File: src/rtl/issue_hazard_unit.sv
// Issue-stage hazard unit: inserts load-use, control and memory-wait bubbles
// in front of the control unit and holds fetch while the held instruction waits.
module issue_hazard_unit #(
   parameter int LOAD_BUBBLES   = 2,
   parameter int BRANCH_BUBBLES = 2
) (
   input  logic        clk,
   input  logic        rst,
   input  logic        instr_valid,
   input  logic [31:0] instr_in,
   input  logic        mem_busy,
   input  logic        flush,
   output logic        fetch_hold,
   output logic        out_valid,
   output logic [1:0]  instruction_type,
   output logic [4:0]  opcode,
   output logic [4:0]  rd,
   output logic [4:0]  rs1,
   output logic [4:0]  rs2,
   output logic        bubble_active
);

   typedef enum logic [1:0] {ISSUE, LOAD_STALL, BRANCH_STALL, MEM_STALL} state_t;

   typedef struct packed {
      logic       valid;
      logic       bubble;
      logic [1:0] ty;
      logic [4:0] op;
      logic [4:0] rd;
      logic [4:0] rs1;
      logic [4:0] rs2;
   } out_t;

   localparam logic [1:0] TY_MEM      = 2'b00;
   localparam logic [1:0] TY_STALL    = 2'b01;
   localparam logic [1:0] TY_CTRL     = 2'b10;
   localparam logic [4:0] OP_STALL    = 5'b00101;
   localparam logic [4:0] OP_STALL_RD = 5'b00110;
   localparam logic [4:0] OP_STALL_WR = 5'b00111;
   localparam logic [2:0] LOAD_INIT   = 3'(LOAD_BUBBLES - 1);
   localparam logic [2:0] BRANCH_INIT = 3'(BRANCH_BUBBLES);

   state_t     state;
   out_t       out_q;
   logic [2:0] stall_cnt;
   logic [4:0] load_rd;
   logic       load_pend;

   logic [1:0] in_type;
   logic [4:0] in_op, in_rd, in_rs1, in_rs2;
   logic [9:0] unused_low;
   assign {in_type, in_op, in_rd, in_rs1, in_rs2} = instr_in[31:10];
   assign unused_low = instr_in[9:0];

   logic is_load, is_store, rs1_only, src_hit, eff_pend, issuing, mem_wait, hazard;
   assign is_load  = (in_type == TY_MEM) && !in_op[3];
   assign is_store = (in_type == TY_MEM) &&  in_op[3];
   assign rs1_only = in_type[0] && in_op[4];
   assign src_hit  = (in_rs1 == load_rd) ||
                     (is_store ? (in_rd == load_rd) : (!rs1_only && (in_rs2 == load_rd)));

   // Resuming from a load or memory stall re-runs issue with the load dependency already satisfied.
   assign eff_pend = load_pend && (state == ISSUE);
   assign issuing  = (state == ISSUE) || (state == MEM_STALL) ||
                     ((state == LOAD_STALL) && (stall_cnt == 3'd0));
   assign mem_wait = instr_valid && (in_type == TY_MEM) && mem_busy;
   assign hazard   = instr_valid && eff_pend && src_hit;

   // NOTE: default assignment first so no path through always_comb infers a latch.
   always_comb begin
      fetch_hold = 1'b0;
      if (rst && !flush)
         fetch_hold = issuing ? (mem_wait || hazard) : 1'b1;
   end

   function automatic out_t make_bubble(input logic [4:0] op);
      out_t b;
      b        = '0;
      b.valid  = 1'b1;
      b.bubble = 1'b1;
      b.ty     = TY_STALL;
      b.op     = op;
      return b;
   endfunction

   // NOTE: every register below uses non-blocking assignment so all state updates see pre-edge values.
   always_ff @(posedge clk or negedge rst) begin
      if (!rst) begin
         state     <= ISSUE;
         out_q     <= '0;
         stall_cnt <= '0;
         load_rd   <= '0;
         load_pend <= 1'b0;
      end else if (flush) begin
         state     <= ISSUE;
         out_q     <= '0;
         stall_cnt <= '0;
         load_pend <= 1'b0;
      end else if (issuing) begin
         if (!instr_valid) begin
            state     <= ISSUE;
            out_q     <= '0;
            load_pend <= 1'b0;
         end else if (mem_wait) begin
            state <= MEM_STALL;
            out_q <= make_bubble(in_op[3] ? OP_STALL_WR : OP_STALL_RD);
         end else if (hazard) begin
            state     <= LOAD_STALL;
            out_q     <= make_bubble(OP_STALL);
            stall_cnt <= LOAD_INIT;
         end else begin
            out_q     <= {1'b1, 1'b0, instr_in[31:10]};
            load_pend <= is_load;
            if (is_load)
               load_rd <= in_rd;
            if ((in_type == TY_CTRL) && (BRANCH_BUBBLES > 0)) begin
               state     <= BRANCH_STALL;
               stall_cnt <= BRANCH_INIT;
            end else begin
               state <= ISSUE;
            end
         end
      end else begin
         out_q <= make_bubble(OP_STALL);
         if (stall_cnt != 3'd0)
            stall_cnt <= stall_cnt - 3'd1;
         if ((state == BRANCH_STALL) && (stall_cnt <= 3'd1))
            state <= ISSUE;
      end
   end

   assign out_valid        = out_q.valid;
   assign bubble_active    = out_q.bubble;
   assign instruction_type = out_q.ty;
   assign opcode           = out_q.op;
   assign rd               = out_q.rd;
   assign rs1              = out_q.rs1;
   assign rs2              = out_q.rs2;

endmodule

File: config.mk
export PLATFORM = sky130hd
export DESIGN_NAME = issue_hazard_unit
export DESIGN_NICKNAME = d
export VERILOG_FILES = /design/src/rtl/issue_hazard_unit.sv
export SDC_FILE = /design/constraint.sdc
export NUM_CORES = 1
export LEC_CHECK = 0
export ABC_CLOCK_PERIOD_IN_PS = 6500
export CELL_PAD_IN_SITES_DETAIL_PLACEMENT = 2
export CELL_PAD_IN_SITES_GLOBAL_PLACEMENT = 2
export CORE_ASPECT_RATIO = 1.1
export CORE_MARGIN = 2
export CORE_UTILIZATION = 41
export DETAILED_ROUTE_END_ITERATION = 6
export DONT_BUFFER_PORTS = 1
export GPL_TIMING_DRIVEN = 0
export PLACE_DENSITY = 0.82
export SLEW_MARGIN = 10
export SYNTH_ARGS = -nofsm -noshare
export SYNTH_HDL_FRONTEND = slang
export SYNTH_SLANG_ARGS = --single-unit
File: constraint.sdc
create_clock -name clk -period 6.5 [get_ports clk]
set_clock_uncertainty 0.1 [all_clocks]
set_input_delay 1.3 -clock clk [delete_from_list [all_inputs] [get_ports clk]]
set_output_delay 1.3 -clock clk [all_outputs]
set_load 0.1 [all_outputs]
Word-level counts from Yosys, hierarchy flattened
Cells that the tools add are included.
{ "word_totals": {"mem_count": 0, "wordCells": 85, "reg_bits": 35, "output_inout_bits": 25, "latchBits": 0, "input_bits": 37, "ramBits": 0, "mem_bits_ro": 0} }
{ "classes": {"n_bitwise": 3, "muxes": 28, "n_mul": 0, "reduce_logical": 29, "n_lt_le_gt_ge": 1, "div": 0, "addsub": 1, "eq_ne": 12, "n_shift": 0} }
{ "ops": {"columns": ["cell", "n"], "rows": [
  ["$mux 24", 3],
  ["$mux 23", 2],
  ["$mux 3", 7],
  ["$eq 5x5->1", 3],
  ["$mux 2", 7],
  ["$logic_and 1x1->1", 12],
  ["$ne 3x3->1 const B", 4],
  ["$mux 1", 9],
  ["$reduce_bool 3->1", 3],
  ["$eq 2x2->1 const B", 3],
  ["$reduce_and 6->1", 1],
  ["$logic_not 2->1", 2],
  ["$logic_or 1x1->1", 4],
  ["$ne 4x2->1 const B", 1],
  ["$reduce_and 4->1", 1],
  ["$le 3x1->1 const B", 1],
  ["$logic_not 1->1", 3],
  ["$logic_not 3->1", 1],
  ["$not 1->1", 3],
  ["$reduce_and 3->1", 1],
  ["$sub 3x1->3 const B", 1],
  ["$eq 2x1->1 const B", 1],
  ["$reduce_bool 2->1", 1]
]} }

Longest topological paths before layout
Gate-level depths: netlist (run 1).
{ "logic_depth": {"depth_word": 11, "ltp_mapped": 8, "depth_no_buf": 8} }

Least setup slack after synthesis (run 1)
Ideal clock, no wire load.
{ "synth_path": {"path_kind": "input-to-output", "from": "input port instr_in[10]", "to": "output port fetch_hold", "path_buffers": 0, "required_ns": 5.100, "cell_stages": 6, "path_slack_ns": 0.557, "arrival_time_ns": 4.543, "path_cell_list": "xnor2_1 nand3_1 a2111oi_2 o211ai_1 and3_1 nor3b_1"} }
{ "synth_via": {"elab_chain_len": 8} }
{ "synth_rtl": {"columns": ["item", "line", "rtl"], "rows": [
  ["from (decl)", "10", "input logic [31:0] instr_in,"],
  ["$eq 5x5->1", "61", "(is_store ? (in_rd == load_rd) : (!rs1_only && (in_rs2 == load_rd)));"],
  ["$logic_and 1x1->1", "61", null],
  ["$mux 1", "61", null],
  ["$logic_or 1x1->1", "60", "assign src_hit = (in_rs1 == load_rd) ||"],
  ["$logic_and 1x1->1", "68", "assign hazard = instr_valid && eff_pend && src_hit;"],
  ["$logic_or 1x1->1", "74", "fetch_hold = issuing ? (mem_wait || hazard) : 1'b1;"],
  ["$mux 1", "74", null],
  ["$mux 1", "73", "if (rst && !flush)"],
  ["to (decl)", "13", "output logic fetch_hold,"]
]} }
Every way passes these cells.

Worst setup path in the final report (run 1)
{ "layout_path": {"from": "input port instr_in[13]", "to": "output port fetch_hold"} }
The elaborated chain is that of the path after synthesis.

==> results.sh, run 1 <==
export IMPL_route_detailed_drc=0
export IMPL_min_period_ns=4.530
export IMPL_final_common_cell="dfrtp_1"
export IMPL_numCtsBuffers=5
export IMPL_peakVddDrop_uv=137.0
export IMPL_finalSetupTns_ns=0
export IMPL_rows=24
export IMPL_place_area_um2=1831
export IMPL_path_cells="xnor2_1 > nand3_1 > a2111oi_2 > o211ai_1 > and3_1 > nor3b_2 > buf_8"
export IMPL_drtPass1Iterations=4
export IMPL_worst_slew_pin_transition_ns=0.9076
export IMPL_fin_crit_sh_pct=69.69
export IMPL_setup_violations=0
export IMPL_vias=1219
export IMPL_io_buffers=0
export IMPL_avgSynthCellArea_um2=11.19
export IMPL_cts_tree="built"
export IMPL_drv_slew=0
export IMPL_whs_ns=0.4549
export IMPL_cp_end_kind="output pin"
export IMPL_synth_area_um2=1745
export IMPL_syn_to_final_growth_pct=11.33
export IMPL_worst_setup_path_start_kind="primary input"
export IMPL_cts_sinks=35
export IMPL_routed_wirelength_um=4558
export IMPL_post_cts_buffers=0
export IMPL_grt_max_degree=37
export IMPL_hold_path_class="reg -> reg"
export IMPL_place_congestion=0.8442
export IMPL_n_fill_cell=413
export IMPL_drive_gt1_share_pct=14.55
export IMPL_grt_usage_pct=20.69
export IMPL_synth_flop_cell="dfrtp_1"
export IMPL_setup_slack_ns=1.970
export IMPL_synthMuxAreaShare_pct=4.301
export IMPL_netlist_instances=156
export IMPL_syn_nets=199
export IMPL_comb_power_share_pct=14.7
export IMPL_ys_seq_elements=35
export IMPL_p_leak_nw=0.8708
export IMPL_ant_nets=0
export IMPL_cts_root_buf="clkbuf_8"
export IMPL_layout_common_cells="dfrtp_1 (35), and2_1 (19), xnor2_1 (15)"
export IMPL_die_area_um2=4796
export IMPL_required_ns=5.10
export IMPL_seqPwrFrac_pct=51.8
export IMPL_drv_cap=0
export IMPL_synthAdderAreaFrac_pct=4.301
export IMPL_cts_resized=0
export IMPL_core_area_um2=4024
export IMPL_grt_pass1_vias=1409
export IMPL_relSlewSlack_pct=39.54
export IMPL_io_pins=62
export IMPL_overflow=0
export IMPL_cpPeakStageDelay_ns=0.44
export IMPL_grt_pass1_wl_um=7231
export IMPL_final_hold_violation_count=0
export IMPL_p_sw_mw=0.1920
export IMPL_worstHoldStart="load_pend"
export IMPL_rsz0062_at_grt="false"
export IMPL_crit_path_max_fanout=7
export IMPL_synth_compound_area_share_pct=10.82
export IMPL_synth_async_reset_ratio_pct=100.0
export IMPL_seq_area_frac_synth_pct=50.18
export IMPL_cp_data_arrival_time_ns=3.13
export IMPL_clockPowerShare_pct=33.5
export IMPL_post_route_util_pct=48.29
export IMPL_ys_warnings_count=0
export IMPL_hold_path_end="load_pend"
export IMPL_wire_per_inst_um=21.00
export IMPL_die_w_um=66.21
export IMPL_ys_types=37
export IMPL_r2r_setup_slack_ns=3.52
export IMPL_nNetsFinal=207
export IMPL_cts_htree_levels=2
export IMPL_fin_area_um2=1943
export IMPL_cts_hold_buf=0
export IMPL_reg2reg_to="rd[1]"
export IMPL_min_path_cells=2
export IMPL_pre_cts_ws_ns=2.008
export IMPL_yosys_area_share_simple_pct=19.86
export IMPL_die_y_um=72.43
export IMPL_p_per_area_nw_per_um2=300.8
export IMPL_drt_iter0_drc=82
export IMPL_cp_slowest_cell="a2111oi_2"
export IMPL_status="finished, final reports clean"
export IMPL_antenna_cells=0
export IMPL_synth_top_family_by_area="simple AND/OR/NAND/NOR gates"
export IMPL_r2r_start="stall_cnt[0]"
export IMPL_grt_antenna_before_repair=0
export IMPL_max_freq_ghz=0.2208
export IMPL_clk_latency_ns=0.29
export IMPL_internal_power_mw=0.3924
export IMPL_clk_path_buf_depth=2
export IMPL_vias_per_cell=5.618
export IMPL_hpwlAfterDp_um=3451
export IMPL_critPathKind="in -> out"
export IMPL_synth_edf_count=0
export IMPL_start_util_pct=43.38
export IMPL_path_clk_slew_ns=0.07
export IMPL_r2r_cells=8
export IMPL_power_switching_share_pct=32.86
export IMPL_synth_xor_area_share_pct=7.527
-- synthesized netlist by cell type (2+ instances only) --
cell type   n  area [um2]
o211ai_1    2       15.01
dfrtp_1    35       875.8
nand3_1     5       25.02
o21ai_0     5       25.02
and3_1      3       18.77
o21a_1      4       30.03
nor2b_1     2       12.51
clkbuf_1    3       11.26
a21oi_1     6       30.03
xnor2_1    15       131.4
nand2_1     5       18.77
nor3_1      2       10.01
and2_1     19       118.9
nor3b_1     3       22.52
ha_1        6       75.07
inv_1       8       30.03
nor2_1      8       30.03
nand3b_1    2       15.01
mux2_4      5       75.07
-- power groups by stage --
stage / Combinational, mW / Clock, mW / Sequential (mW)
finish: 0.0857 / 0.196 / 0.303
CTS: 0.0870 / 0.201 / 0.304
global placement: 0.0796 / 0 / 0.306
floorplan: 0.0692 / 0 / 0.302
global route: 0.0938 / 0.209 / 0.305
detailed placement: 0.0851 / 0 / 0.308
-- worst max-delay path, delay by kind of cell --
kind | cells | cell delay [ns]
XOR/XNOR | 1 | 0.15
buffers and inverters | 1 | 0.23
AO/OA/AOI/OAI | 2 | 0.77
AND/OR/NAND/NOR | 3 | 0.68
-- worst max-delay path by stage --
stage               slack [ns]         start          to
floorplan                 0.56  instr_in[10]  fetch_hold
global placement          0.26  instr_in[14]  fetch_hold
detailed placement        2.01  instr_in[13]  fetch_hold
CTS                       1.95  instr_in[13]  fetch_hold
global route              1.83  instr_in[13]  fetch_hold
finish                    1.97  instr_in[13]  fetch_hold
-- registers in the layout, summed over array words and instances, names as in the netlist --
register	count
rd	5
stall_cnt	3
opcode	5
instruction_type	2
out_valid	1
load_rd	5
rs2	5
rs1	5
bubble_active	1
state	2
load_pend	1
-- layout make-up --
class	instances	area [um2]	area share, %
sequential	35	875.8	45.07
multi-input combinational	109	822.0	42.31
clock buffer	5	68.82	3.542
tap	52	65.06	3.348
clock inverter	3	43.79	2.254
inverter	8	30.03	1.545
buffer	4	22.52	1.159
timing repair buffer	1	15.01	0.7727
-- logic make-up after synthesis --
group                    Yosys count
AND/OR/NAND/NOR                   56
flip-flops                        35
AO/OA/AOI/OAI                     27
XOR/XNOR                          15
buffers and inverters             12
adder cells (fa/ha/maj)            6
multiplexers                       5
-- stage by stage --
step / cells / power, mW
2_1_floorplan: 156 / 0.3713
3_3_place_gp: 208 / 0.3854
3_5_place_dp: 209 / 0.3929
4_1_cts: 217 / 0.5917
5_1_grt: 217 / 0.6082
6_report: 217 / 0.5844
-- layer usage --
layer	share of wire (%)	vias up	wire length [um]	global-route usage, %
met5	0	-	0	0
met4	1.4	0	63	6.122
li1	-	546	-	-
met3	4.9	5	224	5.736
met1	36	632	1637	21.40
met2	58	36	2632	39.78
(Power assumes the default switching activity.)
==> inputs of run 2 (changes only) <==
Settings changed: ABC_CLOCK_PERIOD_IN_PS 6500 to 4200, CORE_UTILIZATION 41 to 38, PLACE_DENSITY 0.82 to 0.77.
Clock period 6.5 ns to 4.2 ns, I/O delays scaled along.
==> results.sh, run 2 (synthesis results as in run 1) <==
export IMPL_status="finished, final reports clean"
export IMPL_grt_pass1_vias=1360
export IMPL_final_hold_violation_count=0
export IMPL_route_detailed_drc=0
export IMPL_grt_antenna_before_repair=0
export IMPL_cts_tree="built"
export IMPL_path_clk_slew_ns=0.07
export IMPL_drt_iter0_drc=27
export IMPL_crit_path_max_fanout=3
export IMPL_grt_max_degree=37
export IMPL_drv_slew=0
export IMPL_instances_no_fill=219
export IMPL_die_y_um=75.08
export IMPL_place_congestion=0.9213
export IMPL_clk_latency_ns=0.29
export IMPL_fin_crit_sh_pct=91.68
export IMPL_core_area_um2=4348
export IMPL_clk_path_buf_depth=2
export IMPL_cp_data_arrival_time_ns=2.91
export IMPL_ant_nets=0
export IMPL_grt_usage_pct=18.66
export IMPL_antenna_cells=0
export IMPL_routed_wirelength_um=4314
export IMPL_grt_pass1_wl_um=6844
export IMPL_peakVddDrop_uv=162.9
export IMPL_final_common_cell="dfrtp_1"
export IMPL_worst_slew_pin_transition_ns=1.040
export IMPL_drv_cap=0
export IMPL_overflow=0
export IMPL_die_w_um=68.62
export IMPL_die_area_um2=5152
export IMPL_drtPass1Iterations=4
export IMPL_p_per_area_nw_per_um2=467.2
export IMPL_critPathKind="in -> out"
export IMPL_setup_violations=0
export IMPL_syn_to_final_growth_pct=11.68
export IMPL_p_leak_nw=0.8753
export IMPL_drive_gt1_share_pct=14.55
export IMPL_wire_per_inst_um=19.70
export IMPL_vias=1200
export IMPL_hpwlAfterDp_um=3231
export IMPL_numCtsBuffers=5
export IMPL_finalPower_mw=0.9107
export IMPL_layout_common_cells="dfrtp_1 (35), and2_1 (19), xnor2_1 (15)"
export IMPL_cts_hold_buf=0
export IMPL_cp_end_kind="output pin"
export IMPL_nNetsFinal=207
export IMPL_worst_setup_path_start_kind="primary input"
export IMPL_io_buffers=0
export IMPL_relSlewSlack_pct=30.58
export IMPL_cts_sinks=35
export IMPL_dp_cells=210
export IMPL_required_ns=3.26
export IMPL_max_freq_ghz=0.2597
export IMPL_start_util_pct=40.14
export IMPL_vias_per_cell=5.479
export IMPL_r2r_setup_slack_ns=1.10
export IMPL_hold_path_class="in -> async"
export IMPL_cts_htree_levels=2
export IMPL_io_pins=62
export IMPL_rsz0062_at_grt="false"
export IMPL_n_fill_cell=446
export IMPL_rows=25
export IMPL_cts_root_buf="clkbuf_8"
export IMPL_min_period_ns=3.850
==> run 2: changes by cell type in the layout (fill, tap and decap cells not counted), sizes merged <==
cell / previous run / this run
clkinv: 2 / 1
clkbuf: 8 / 9
==> run 2: cell type report <==
| cell class | instances | area [um2] | area share [%] |
|---|---|---|---|
| Clock buffer | 6 | 82.58 | 4.236 |
| Timing Repair Buffer | 1 | 7.507 | 0.3851 |
| Sequential cell | 35 | 875.8 | 44.93 |
| Inverter | 8 | 30.03 | 1.540 |
| Tap cell | 54 | 67.56 | 3.466 |
| Multi-Input combinational cell | 109 | 828.3 | 42.49 |
| Buffer | 4 | 22.52 | 1.155 |
| Clock inverter | 2 | 35.03 | 1.797 |
==> run 2: what timing repair did <==
| action | CTS | global route |
|---|---|---|
| gates resized for setup | 0 | 0 |
| endpoints found under the setup margin | 0 | 1 |
| setup buffers | 0 | 1 |
==> run 2: layer usage <==
metal	up-vias	global-route usage (%)	part of all wire, %
met5	-	0	0
li1	546	-	-
met4	0	8.667	1.8
met3	7	4.783	6.5
met1	608	19.91	38
met2	39	33.87	54
==> run 2: report_power, final <==
| group | total, mW | switching (mW) | leakage [nW] | internal (mW) |
|---|---|---|---|---|
| clock | 0.312 | 0.121 | 0.0612 | 0.192 |
| combinational | 0.131 | 0.0610 | 0.348 | 0.0695 |
| sequential | 0.468 | 0.107 | 0.466 | 0.361 |
==> run 2: worst paths after layout <==
check	from	to	depth (start not counted)
setup / recovery	instr_in[10]	fetch_hold	6
hold / removal	rst	rs1[2]	0
setup reg to reg	stall_cnt[0]	rs1[3]	8
hold reg to reg	stall_cnt[1]	stall_cnt[1]	2
max in group asynchronous	rst	opcode[2]	0
min in group clk	stall_cnt[1]	stall_cnt[1]	2
==> run 2: through the flow <==
stage	hold slack, ns	cell area [um2]	utilization (%)	setup TNS, ns	setup WS (ns)
after global placement	0.4183	1818	41.81	-0.1423	-0.1423
after CTS	0.1304	1942	44.66	0	0.1451
after global routing	0.1211	1949	44.83	0	0.2056
after floorplan	0.3935	1750	-	0	0.1593
final	0.1375	1949	44.83	0	0.3496
after detailed placement	0.4442	1824	41.96	0	0.2054
==> run 2: worst max-delay path, stage by stage <==
cell and delay (ns):
xnor2_1 0.16, nand3_1 0.13, a2111oi_2 0.44, o211ai_1 0.20, and3_1 0.26, nor3b_4 0.87
==> inputs of run 3 (changes only) <==
Settings changed: CORE_ASPECT_RATIO 1.1 to 1.2.
==> results.sh, run 3 (synthesis results as in run 1) <==
export IMPL_cts_hold_buf=0
export IMPL_cts_resized=0
export IMPL_final_common_cell="dfrtp_1"
export IMPL_cpPeakStageDelay_ns=0.88
export IMPL_antenna_cells=0
export IMPL_startpoint="instr_in[14]"
export IMPL_relSlewSlack_pct=30.59
export IMPL_setup_violations=0
export IMPL_drive_gt1_share_pct=14.55
export IMPL_clk_latency_ns=0.28
export IMPL_multiInputGateArea_um2=828.3
export IMPL_p_leak_nw=0.8753
export IMPL_hpwlAfterDp_um=3320
export IMPL_vias=1196
export IMPL_peakVddDrop_uv=132.8
export IMPL_cts_sinks=35
export IMPL_final_hold_violation_count=0
export IMPL_grt_antenna_before_repair=0
export IMPL_die_y_um=78.24
export IMPL_io_pins=62
export IMPL_vias_per_cell=5.363
export IMPL_die_area_um2=5154
export IMPL_die_w_um=65.87
export IMPL_cts_htree_levels=2
export IMPL_rsz0062_at_grt="false"
export IMPL_cts_root_buf="clkbuf_8"
export IMPL_path_clk_slew_ns=0.07
export IMPL_drv_slew=0
export IMPL_clockPowerShare_pct=34.5
export IMPL_post_cts_buffers=1
export IMPL_n_fill_cell=483
export IMPL_finalSetupTns_ns=0
export IMPL_crit_path_max_fanout=3
export IMPL_ant_nets=0
export IMPL_grt_usage_pct=19.08
export IMPL_cp_data_arrival_time_ns=3.05
export IMPL_seqPwrFrac_pct=51.3
export IMPL_p_per_area_nw_per_um2=467.3
export IMPL_power_switching_share_pct=31.83
export IMPL_seq_area_um2=875.8
export IMPL_fin_area_um2=1954
export IMPL_hold_path_class="in -> async"
export IMPL_worst_slew_pin_transition_ns=1.040
export IMPL_drv_cap=0
export IMPL_fin_crit_sh_pct=94.98
export IMPL_grt_pass1_vias=1369
export IMPL_nNetsFinal=207
export IMPL_start_util_pct=38.85
export IMPL_drtPass1Iterations=4
export IMPL_grt_max_degree=37
export IMPL_max_freq_ghz=0.2507
export IMPL_cp_end_kind="output pin"
export IMPL_worst_setup_path_start_kind="primary input"
export IMPL_wire_per_inst_um=20.36
export IMPL_layout_common_cells="dfrtp_1 (35), and2_1 (19), xnor2_1 (15)"
export IMPL_place_area_um2=1829
export IMPL_numCtsBuffers=5
export IMPL_path_cells="xnor2_1 > nand3_1 > a2111oi_2 > o211ai_1 > and3_1 > nor3b_4"
export IMPL_comb_power_share_pct=14.2
export IMPL_io_buffers=0
export IMPL_overflow=0
export IMPL_place_congestion=0.8634
export IMPL_clk_path_buf_depth=2
export IMPL_critPathKind="in -> out"
export IMPL_internal_power_mw=0.6225
export IMPL_r2r_start="stall_cnt[0]"
export IMPL_p_sw_mw=0.2907
export IMPL_cts_tree="built"
export IMPL_route_detailed_drc=0
export IMPL_whs_ns=0.1454
export IMPL_cp_slowest_cell="nor3b_4"
export IMPL_status="finished, final reports clean"
export IMPL_core_area_um2=4493
export IMPL_required_ns=3.26
export IMPL_rows=27
export IMPL_routed_wirelength_um=4540
export IMPL_syn_to_final_growth_pct=11.97
export IMPL_drt_iter0_drc=75
export IMPL_min_period_ns=3.989
export IMPL_grt_pass1_wl_um=7362
==> run 3: through the flow <==
stage / instances / utilization, % / total power [mW] / worst slack [ns]
after floorplan: 156 / - / 0.5750 / 0.1593
after global placement: 214 / 40.57 / 0.5958 / -0.1390
after detailed placement: 214 / 40.71 / 0.6046 / 0.1550
after CTS: 223 / 43.50 / 0.9208 / 0.1865
after global routing: 223 / 43.50 / 0.9529 / 0.09435
final: 223 / 43.50 / 0.9132 / 0.2110
==> run 3: metal layers <==
layer	global-route usage, %	part of all wire (%)	vias to the layer above
met4	3.750	0.68	0
met3	5.301	5.3	4
met1	20.98	37	610
li1	-	-	545
met2	35.86	57	37
met5	0	0	-
==> run 3: power groups by stage <==
stage | sequential (mW) | clock [mW] | combinational, mW
after floorplan | 0.468 | 0 | 0.107
after global placement | 0.473 | 0 | 0.123
after detailed placement | 0.475 | 0 | 0.129
after CTS | 0.469 | 0.320 | 0.132
after global routing | 0.472 | 0.340 | 0.141
final | 0.468 | 0.315 | 0.130
==> run 3: area by class of cell <==
class | instances | share of cell area (%)
Buffer | 4 | 1.152
Clock buffer | 6 | 4.225
Clock inverter | 2 | 1.793
Inverter | 8 | 1.536
Multi-Input combinational cell | 109 | 42.38
Sequential cell | 35 | 44.81
Tap cell | 58 | 3.713
Timing Repair Buffer | 1 | 0.3841
==> run 3: final timing paths <==
| kind | end | slack (ns) | depth (start not counted) |
|---|---|---|---|
| setup / recovery | fetch_hold | 0.21 | 6 |
| hold / removal | rs1[1] | 0.15 | 0 |
| setup reg to reg | rs1[4] | 1.26 | 8 |
| hold reg to reg | stall_cnt[1] | 0.44 | 2 |
| max in group asynchronous | stall_cnt[1] | 3.77 | 0 |
| min in group clk | stall_cnt[1] | 0.44 | 2 |
==> run 3: critical path: cells and delay by family <==
| family | cells | cell delay (ns) |
|---|---|---|
| AO/OA/AOI/OAI | 2 | 0.77 |
| AND/OR/NAND/NOR | 3 | 1.30 |
| XOR/XNOR | 1 | 0.13 |
